[src/rtl/id_ex_pipeline_pkg.sv]
// Shared types for the decode/execute boundary: widths, control bundle
// and the operand-forwarding select encoding.
package proc_pkg;

    localparam int DATA_W = 32;
    localparam int ADDR_W = 5;

    typedef struct packed {
        logic       reg_write;
        logic       mem_read;
        logic       mem_write;
        logic       mem_to_reg;
        logic       alu_src;
        logic [3:0] alu_op;
    } ctrl_t;

    typedef enum logic [2:0] {
        FWD_ZERO,
        FWD_EX,
        FWD_MEM,
        FWD_WB,
        FWD_RF
    } fwd_sel_t;

endpackage

[src/rtl/id_ex_pipeline_operand_forward.sv]
// Per-operand forwarding mux, youngest writer first; x0 always reads 0.
// Ports: rs/rf_data in; ex/mem/wb enable+rd+data in; data, sel out.
module operand_forward
    import proc_pkg::*;
#(
    parameter int DATA_W = proc_pkg::DATA_W,
    parameter int ADDR_W = proc_pkg::ADDR_W
) (
    input  logic [ADDR_W-1:0] rs,
    input  logic [DATA_W-1:0] rf_data,
    input  logic              ex_en,
    input  logic [ADDR_W-1:0] ex_rd,
    input  logic [DATA_W-1:0] ex_data,
    input  logic              mem_en,
    input  logic [ADDR_W-1:0] mem_rd,
    input  logic [DATA_W-1:0] mem_data,
    input  logic              wb_en,
    input  logic [ADDR_W-1:0] wb_rd,
    input  logic [DATA_W-1:0] wb_data,
    output logic [DATA_W-1:0] data,
    output fwd_sel_t          sel
);

    always_comb begin
        sel = FWD_RF;
        if (rs == '0)
            sel = FWD_ZERO;
        else if (ex_en && ex_rd == rs)
            sel = FWD_EX;
        else if (mem_en && mem_rd == rs)
            sel = FWD_MEM;
        else if (wb_en && wb_rd == rs)
            sel = FWD_WB;
    end

    always_comb begin
        data = rf_data;
        unique case (sel)
            FWD_ZERO: data = '0;
            FWD_EX:   data = ex_data;
            FWD_MEM:  data = mem_data;
            FWD_WB:   data = wb_data;
            FWD_RF:   data = rf_data;
            default:  data = rf_data;
        endcase
    end

endmodule

[src/rtl/id_ex_pipeline.sv]
// ID/EX pipeline register with RAW hazard resolution (forward or stall),
// load-use bubble, back-pressure and flush.
// Ports: id_* decode side (valid/ready), mem_*/wb_* writer taps,
// flush, ex_ready in; ex_* registered bundle out.
// Build option: define ID_EX_FORWARD_EN to forward from EX/MEM/WB;
// otherwise any pending writer of a source register stalls decode.
module id_ex_pipeline
    import proc_pkg::*;
#(
    parameter int DATA_W = proc_pkg::DATA_W,
    parameter int ADDR_W = proc_pkg::ADDR_W
) (
    input  logic              clk,
    input  logic              rst_n,
    input  logic              id_valid,
    output logic              id_ready,
    input  logic [31:0]       id_pc,
    input  logic [ADDR_W-1:0] id_rs1,
    input  logic [ADDR_W-1:0] id_rs2,
    input  logic [ADDR_W-1:0] id_rd,
    input  logic [DATA_W-1:0] id_rdata1,
    input  logic [DATA_W-1:0] id_rdata2,
    input  logic [DATA_W-1:0] id_imm,
    input  ctrl_t             id_ctrl,
    input  logic [DATA_W-1:0] ex_fwd_data,
    input  logic [ADDR_W-1:0] mem_rd,
    input  logic              mem_reg_write,
    input  logic [DATA_W-1:0] mem_fwd_data,
    input  logic [ADDR_W-1:0] wb_rd,
    input  logic              wb_reg_write,
    input  logic [DATA_W-1:0] wb_data,
    input  logic              flush,
    input  logic              ex_ready,
    output logic              ex_valid,
    output logic [31:0]       ex_pc,
    output logic [DATA_W-1:0] ex_op1,
    output logic [DATA_W-1:0] ex_op2,
    output logic [DATA_W-1:0] ex_imm,
    output logic [ADDR_W-1:0] ex_rd,
    output ctrl_t             ex_ctrl
);

    logic              ex_valid_q, ex_valid_d;
    logic [31:0]       ex_pc_q, ex_pc_d;
    logic [DATA_W-1:0] ex_op1_q, ex_op1_d;
    logic [DATA_W-1:0] ex_op2_q, ex_op2_d;
    logic [DATA_W-1:0] ex_imm_q, ex_imm_d;
    logic [ADDR_W-1:0] ex_rd_q, ex_rd_d;
    ctrl_t             ex_ctrl_q, ex_ctrl_d;

    logic              advance;
    logic              load_use;
    logic              raw_stall;
    logic              stall;
    logic              ex_fwd_en;
    logic              mem_fwd_en;
    logic              wb_fwd_en;
    logic [DATA_W-1:0] op1_fwd;
    logic [DATA_W-1:0] op2_fwd;
    fwd_sel_t          sel1;
    fwd_sel_t          sel2;

    always_comb begin
        advance  = ex_ready | ~ex_valid_q;
        load_use = id_valid & ex_valid_q & ex_ctrl_q.mem_read
                 & (ex_rd_q != '0)
                 & ((ex_rd_q == id_rs1) | (ex_rd_q == id_rs2));
`ifdef ID_EX_FORWARD_EN
        // A held load has no result yet; load_use covers it instead.
        ex_fwd_en  = ex_valid_q & ex_ctrl_q.reg_write
                   & ~ex_ctrl_q.mem_read;
        mem_fwd_en = mem_reg_write;
        wb_fwd_en  = wb_reg_write;
        raw_stall  = 1'b0;
`else
        ex_fwd_en  = 1'b0;
        mem_fwd_en = 1'b0;
        wb_fwd_en  = 1'b0;
        raw_stall  = id_valid & (
              (ex_valid_q & ex_ctrl_q.reg_write & (ex_rd_q != '0)
               & ((ex_rd_q == id_rs1) | (ex_rd_q == id_rs2)))
            | (mem_reg_write & (mem_rd != '0)
               & ((mem_rd == id_rs1) | (mem_rd == id_rs2)))
            | (wb_reg_write & (wb_rd != '0)
               & ((wb_rd == id_rs1) | (wb_rd == id_rs2))));
`endif
        stall    = load_use | raw_stall;
        id_ready = advance & ~stall & ~flush;
    end

    operand_forward #(.DATA_W(DATA_W), .ADDR_W(ADDR_W)) u_fwd1 (
        .rs       (id_rs1),
        .rf_data  (id_rdata1),
        .ex_en    (ex_fwd_en),
        .ex_rd    (ex_rd_q),
        .ex_data  (ex_fwd_data),
        .mem_en   (mem_fwd_en),
        .mem_rd   (mem_rd),
        .mem_data (mem_fwd_data),
        .wb_en    (wb_fwd_en),
        .wb_rd    (wb_rd),
        .wb_data  (wb_data),
        .data     (op1_fwd),
        .sel      (sel1)
    );

    operand_forward #(.DATA_W(DATA_W), .ADDR_W(ADDR_W)) u_fwd2 (
        .rs       (id_rs2),
        .rf_data  (id_rdata2),
        .ex_en    (ex_fwd_en),
        .ex_rd    (ex_rd_q),
        .ex_data  (ex_fwd_data),
        .mem_en   (mem_fwd_en),
        .mem_rd   (mem_rd),
        .mem_data (mem_fwd_data),
        .wb_en    (wb_fwd_en),
        .wb_rd    (wb_rd),
        .wb_data  (wb_data),
        .data     (op2_fwd),
        .sel      (sel2)
    );

    // x0 must never pick up a writer's value.
    always_comb begin
        if (rst_n) begin
            assert (sel1 != FWD_ZERO || op1_fwd == '0);
            assert (sel2 != FWD_ZERO || op2_fwd == '0);
        end
    end

    always_comb begin
        ex_valid_d = ex_valid_q;
        ex_pc_d    = ex_pc_q;
        ex_op1_d   = ex_op1_q;
        ex_op2_d   = ex_op2_q;
        ex_imm_d   = ex_imm_q;
        ex_rd_d    = ex_rd_q;
        ex_ctrl_d  = ex_ctrl_q;
        if (flush || (advance && (stall || !id_valid))) begin
            ex_valid_d = 1'b0;
            ex_pc_d    = '0;
            ex_op1_d   = '0;
            ex_op2_d   = '0;
            ex_imm_d   = '0;
            ex_rd_d    = '0;
            ex_ctrl_d  = '0;
        end else if (advance) begin
            ex_valid_d = 1'b1;
            ex_pc_d    = id_pc;
            ex_op1_d   = op1_fwd;
            ex_op2_d   = op2_fwd;
            ex_imm_d   = id_imm;
            ex_rd_d    = id_rd;
            ex_ctrl_d  = id_ctrl;
        end
    end

    always_ff @(posedge clk or negedge rst_n) begin
        if (!rst_n) begin
            ex_valid_q <= 1'b0;
            ex_pc_q    <= '0;
            ex_op1_q   <= '0;
            ex_op2_q   <= '0;
            ex_imm_q   <= '0;
            ex_rd_q    <= '0;
            ex_ctrl_q  <= '0;
        end else begin
            ex_valid_q <= ex_valid_d;
            ex_pc_q    <= ex_pc_d;
            ex_op1_q   <= ex_op1_d;
            ex_op2_q   <= ex_op2_d;
            ex_imm_q   <= ex_imm_d;
            ex_rd_q    <= ex_rd_d;
            ex_ctrl_q  <= ex_ctrl_d;
        end
    end

    assign ex_valid = ex_valid_q;
    assign ex_pc    = ex_pc_q;
    assign ex_op1   = ex_op1_q;
    assign ex_op2   = ex_op2_q;
    assign ex_imm   = ex_imm_q;
    assign ex_rd    = ex_rd_q;
    assign ex_ctrl  = ex_ctrl_q;

endmodule

[config.mk]
export PLATFORM = sky130hd
export DESIGN_NAME = id_ex_pipeline
export DESIGN_NICKNAME = d
export VERILOG_FILES = /design/src/rtl/id_ex_pipeline_pkg.sv /design/src/rtl/id_ex_pipeline_operand_forward.sv /design/src/rtl/id_ex_pipeline.sv
export SDC_FILE = /design/constraint.sdc
export NUM_CORES = 1
export LEC_CHECK = 0
export BUFFER_PORTS_ARGS = -buffer_cell sky130_fd_sc_hd__clkbuf_2
export CAP_MARGIN = 15
export CORE_MARGIN = 3
export CORE_UTILIZATION = 30
export CTS_CLUSTER_DIAMETER = 200
export CTS_CLUSTER_SIZE = 40
export DETAILED_ROUTE_END_ITERATION = 8
export SETUP_SLACK_MARGIN = 0.15
export SYNTH_ARGS = -nofsm -noshare
export SYNTH_HDL_FRONTEND = slang
export SYNTH_SLANG_ARGS = --single-unit
[constraint.sdc]
create_clock -name clk -period 2.05 [get_ports clk]
set_input_delay 0.41 -clock clk [delete_from_list [all_inputs] [get_ports clk]]
set_output_delay 0.41 -clock clk [all_outputs]
set_load 0.01 [all_outputs]
Word level (Yosys, flattened, before mapping)

Cells that the tools add are included.

Equal/unequal tests: 12
Multiplexer cells: 18
Bitwise logic cells: 24
Reduce and logical (&&, ||, !) cells: 12

Operators with widths:

| operator             | count |
|---|---|
| $mux W32             | 8 |
| $pmux W32 S4         | 2 |
| $eq A5 B5 Y1         | 6 |
| $mux W9              | 2 |
| $reduce_bool A5 Y1   | 3 |
| $and A1 B1 Y1        | 14 |
| $eq A3 B2 Y1 const B | 4 |
| $logic_not A5 Y1     | 2 |
| $mux W5              | 2 |
| $or A1 B1 Y1         | 7 |
| $eq A3 B1 Y1 const B | 2 |
| $logic_not A3 Y1     | 2 |
| $mux W3              | 2 |
| $not A1 Y1           | 3 |
| $logic_or A1 B1 Y1   | 2 |
| $mux W1              | 2 |
| $reduce_bool A2 Y1   | 1 |
| $logic_and A1 B1 Y1  | 1 |
| $logic_not A1 Y1     | 1 |

Register bits after elaboration: 143
Output and inout port bits: 144
Logic and storage cells: 78

Longest topological paths before layout

Word-level depth: 11
Mapped depth: 7
Mapped depth without buffers: 5

By module

From an unflattened synthesis, not the netlist that was laid out.

Cells, all modules: 895
Area, all modules: 8852.2 µm²

By module, submodules not included:

| module          | instances | cells each | area each (µm²) | seq. area each (µm²) |
|---|---|---|---|---|
| id_ex_pipeline  | 1         | 395        | 5681.7          | 3578.4 |
| operand_forward | 2         | 250        | 1585.3          | 0.0 |

Worst setup path before layout

OpenSTA, ideal clock, no wires.

Path kind: reg2out
Start point: register ex_rd_q[1], in the netlist ex_rd[1]
End point: output id_ready
Data arrival time: 1.990 ns
Required time: 1.640 ns
Setup slack: -0.350 ns
Cell stages (with the launch flop): 6
Buffers on the path: 1
Cell sequence: dfrtp_1 -> or4_1 -> o221ai_1 -> o22ai_2 -> buf_6 -> o41ai_1

Longest elaborated chain between the ends: 10
Elaborated cells on any way between the ends: 15
Those cells by class: 2 x eq/ne; 12 x bitwise; 1 x reduce/logical

RTL lines:

| element                                            | line                                                             | text |
|---|---|---|
| from (decl)                                        | id_ex_pipeline.sv:48                                             | `logic [ADDR_W-1:0] ex_rd_q, ex_rd_d;` |
| from (signal assigned)                             | id_ex_pipeline.sv:173                                            | `ex_rd_q <= ex_rd_d;` |
| $eq A5 B5 Y1 or $reduce_bool A5 Y1 (tied branches) | --                                                               |  |
| $or A1 B1 Y1 or $and A1 B1 Y1 (tied branches)      | id_ex_pipeline.sv:67, id_ex_pipeline.sv:81, id_ex_pipeline.sv:80 |  |
| $and A1 B1 Y1                                      | id_ex_pipeline.sv:81                                             | `& ((ex_rd_q == id_rs1) \| (ex_rd_q == id_rs2)))` |
| $or A1 B1 Y1                                       | id_ex_pipeline.sv:82                                             | `\| (mem_reg_write & (mem_rd != '0)` |
| $or A1 B1 Y1                                       | id_ex_pipeline.sv:84                                             | `\| (wb_reg_write & (wb_rd != '0)` |
| $and A1 B1 Y1                                      | id_ex_pipeline.sv:79                                             | `raw_stall = id_valid & (` |
| $or A1 B1 Y1 *                                     | id_ex_pipeline.sv:87                                             | `stall = load_use \| raw_stall;` |
| $not A1 Y1 *                                       | id_ex_pipeline.sv:88                                             | `id_ready = advance & ~stall & ~flush;` |
| $and A1 B1 Y1 * (2 in series)                      | id_ex_pipeline.sv:88                                             |  |
| to (decl)                                          | id_ex_pipeline.sv:16                                             | `output logic id_ready,` |

Every way passes the cells marked *; elsewhere a longest branch is shown, timed or not.

Worst setup path in the final report

Start point: register ex_rd_q[3], in the netlist ex_rd[3]
End point: output id_ready

The elaborated chain is that of the path after synthesis.

==> metrics.log <==
[metrics] run status: finished, violations left
[metrics] failing checks: setup timing
[metrics] Worst Hold Depth: 3
[metrics] Max IR drop VDD: approximately 430 µV
[metrics] Pleak: 5.589 nW
[metrics] Port Buf Inserts: about 310
[metrics] area share of the leading cell type in the synthesized netlist: approximately 52%
[metrics] total power after layout: roughly 7.5 mW
[metrics] Synth Cell Area: slightly below 0.007 mm²
[metrics] number of nets in the finished design: approximately 1,300
[metrics] unrepaired setup endpoints after global routing: true
[metrics] library cell contributing the largest single delay on the critical path: or4_4
[metrics] start of the worst register-to-register path: ex_rd[3]
[metrics] Seq/Total Area, Yosys: roughly half
[metrics] number of max-cap violations: 0
[metrics] actual slew at the worst max-slew pin: 0.5820 ns
[metrics] synth warn: 0
[metrics] Area growth syn-to-layout: 71.44%
[metrics] kind of cell with the highest combined delay on the critical path: simple AND/OR/NAND/NOR gates
[metrics] via count of the first global-routing pass: between 6,000 and 7,000
[metrics] Remaining DRCs: 0
[metrics] starting utilization of the core area: 31.07%
[metrics] Die ar.: between 0.02 and 0.025 mm²
[metrics] total via count in the routed design: slightly below 7,000
[metrics] fraction of final layout cells with drive strength greater than 1: about 54%
[metrics] die boundary height: ~160 µm
[metrics] Clock Sinks: 143
[metrics] post-synthesis async set-or-reset flop share: 100.0%
[metrics] most common cell in the synthesized netlist: nand2_1
[metrics] Critical Path End Type: primary output
[metrics] most area-consuming cells after synthesis: dfrtp_1, nand2_1, o31ai_2
[metrics] class of the most critical setup path: flop to primary output
[metrics] CP required: roughly 1.6 ns
[metrics] launch point of the worst path: ex_rd[3]
[metrics] reg2reg path depth: 10
[metrics] WP depth: 5
[metrics] net count after synthesis: ~970
[metrics] CTS buffer count: 17
[metrics] arrival time reported for the critical path endpoint: approximately 2.1 ns
[metrics] Overall Global Routing Usage: 20.69%
[metrics] endpoints failing hold: 0
[metrics] Root Buffer: clkbuf_16
[metrics] largest net degree at the start of global routing: between 100 and 150
[metrics] max-slew violation count: 0
[metrics] Post-Layout Cell Count: ~1,300
[metrics] mean area per synthesized cell: ~10 µm²
[metrics] Critical Path Start Type: flop
[metrics] CP max FO: 2
[metrics] Filler Cells Inserted: 1,970
[metrics] synthesis-stage register bit count: 143
[metrics] termination of the worst setup path: id_ready
[metrics] Avg WL per Cell: approximately 21 µm
[metrics] H-tree depth reported by CTS: 4
[metrics] global-route wire length before repair: around 39,000 µm
[metrics] cells traversed along the worst timing path: or4_4 > o221ai_4 > o22ai_4 > o41ai_4 > buf_4
[metrics] endpoint of the lowest-slack register-to-register path: ex_pc[10]
[metrics] buffers from clock root to sink, at most: 2
[metrics] Starting DRT DRC Count: 375
[metrics] number of placed instances with taps included: roughly 1,300
[metrics] clock skew after layout: 0.01362 ns
[metrics] final critical path time including I/O delays and setup: roughly 2.5 ns
[metrics] number of top-level pins: 409
[metrics] Pre-Repair DR Iteration Count: 4
[metrics] Achievable Freq: ~400 MHz
[metrics] largest area contributor in the synthesized netlist: dfrtp_1
[metrics] min setup slack post-route: -0.4307 ns
[metrics] number of enable-type register cells in the synthesized netlist: 0
[metrics] HPWL Detailed: roughly 16,000 µm
[metrics] wire length after detailed routing: 27,710 µm
[metrics] global placer's final weighted congestion: a little over 0.8
[metrics] accumulated negative setup slack: -43.82 ns
[metrics] overflow left after global routing: 0
[metrics] final critical-path share of the clock period: 121.0%
[metrics] antenna violations before repair: 0
[metrics] remaining antenna violation count: 0
[metrics] core area: between 0.02 and 0.025 mm²
[metrics] number of failing setup endpoints in the final timing report: between 100 and 150
[metrics] slack of the worst reg-to-reg path: -0.37 ns
[metrics] relative slew slack: between 60% and 70%
[metrics] number of instances in the synthesized netlist: 702
[metrics] power density cells: 638.2 mW/mm²
[metrics] longest individual stage delay on the worst path: around 0.57 ns
[metrics] CTS tree: built
[metrics] number of placement rows: 54
[metrics] Die X: approximately 160 µm
[metrics] total buffers and inverters traversed by the critical path: 1
[metrics] clock edge transition at the registers on the reported setup and hold paths: roughly 0.070 ns
[metrics] number of unique standard cell types used by synthesis: 24
[metrics] source-to-sink clock delay at the later pin of the worst-skew pair: between 0.4 and 0.5 ns
[metrics] Most used DFF post-synth: dfrtp_1
[metrics] Synth top cells by count: nand2_1, dfrtp_1, o31ai_1
[metrics] Ant. Diodes: 0
[metrics] DR vias/cell: around 5
[metrics] worst min-delay path class: input pin to flop
[worst min path at each step]
stage,end,from
2_1_floorplan,ex_ctrl[0],rst_n
3_3_place_gp,ex_ctrl[1],rst_n
3_5_place_dp,ex_ctrl[1],rst_n
4_1_cts,ex_imm[11],id_imm[11]
5_1_grt,ex_imm[30],id_imm[30]
6_report,ex_imm[11],id_imm[11]
[metrics by stage]
step	hold WS [ns]	area (µm²)	util (%)	setup slack, ns
global placement	0.3814	9045	40.81	-0.2553
detailed placement	0.3836	9045	40.81	-0.2572
global route	0.1900	11810	53.27	-0.5057
CTS	0.1778	10720	48.38	-0.4902
floorplan	0.1144	6913	-	-0.1730
finish	0.2040	11810	53.27	-0.4307
[tightest hold or removal path: cells and delay by family]
| kind | cells | cell delay (ns) |
|---|---|---|
| buf+inv | 1 | 0.08 |
| compound gates | 1 | 0.05 |
| simple gates | 1 | 0.06 |
[power by group]
group          switching (mW)  internal, mW
Sequential             0.0845          2.97
Clock                    1.34          1.73
Combinational           0.768         0.649
Total                    2.19          5.34
[routing by layer]
metal | share of wire, % | track usage [%] | up-vias
met2 | 51 | 34.63 | 234
met1 | 41 | 26.01 | 3402
met5 | 0 | 0 | -
li1 | - | - | 3183
met3 | 5.6 | 5.059 | 48
met4 | 2.7 | 7.603 | 0
[sequential cells by signal (all words and copies together), names as in the netlist]
name and flops:
ex_ctrl 9, ex_imm 32, ex_op1 32, ex_op2 32, ex_pc 32, ex_rd 5, ex_valid 1
[cell type report]
class                           count  area (µm²)  share of cell area [%]
Clock buffer                       19       442.9                   3.752
Clock inverter                     13       126.4                   1.070
Sequential cell                   143        3580                   30.32
Tap cell                          280       350.3                   2.967
Multi-Input combinational cell    492        4302                   36.44
Timing Repair Buffer              399        3005                   25.46
[kinds of logic (layout without fill, tap and decap cells)]
logic type,count (synthesis),after routing,synth area share [%]
AO/OA/AOI/OAI,151,151,20.82
XOR/XNOR,30,30,3.815
buffers and inverters,67,431,4.760
flip-flops,143,143,51.96
AND/OR/NAND/NOR,311,311,18.64
[repair_timing]
| action | 4_1_cts | 5_1_grt |
|---|---|---|
| pin swaps | 4 | 15 |
| endpoints found under the hold margin | 38 | 0 |
| setup buffers | 5 | 10 |
| endpoints found under the setup margin | 144 | 144 |
| gates cloned | 16 | 9 |
| gates resized for setup | 109 | 99 |
| hold buffers | 1 | 0 |
[layout by cell type, fill, tap and decap left out, drive strengths merged, types with 2 or more instances in the layout]
cell and n:
nand2 222, nand2b 2, buf 77, nor2b 2, nor3 8, a22oi 2, or4 3, xor2 26
nand3 66, dfrtp 143, o21ai 2, o31ai 143, inv 7, xnor2 4, clkbuf 338, clkinvlp 4
bufbuf 2, nor2 7
Note: power is estimated with default switching activity, not from simulation.
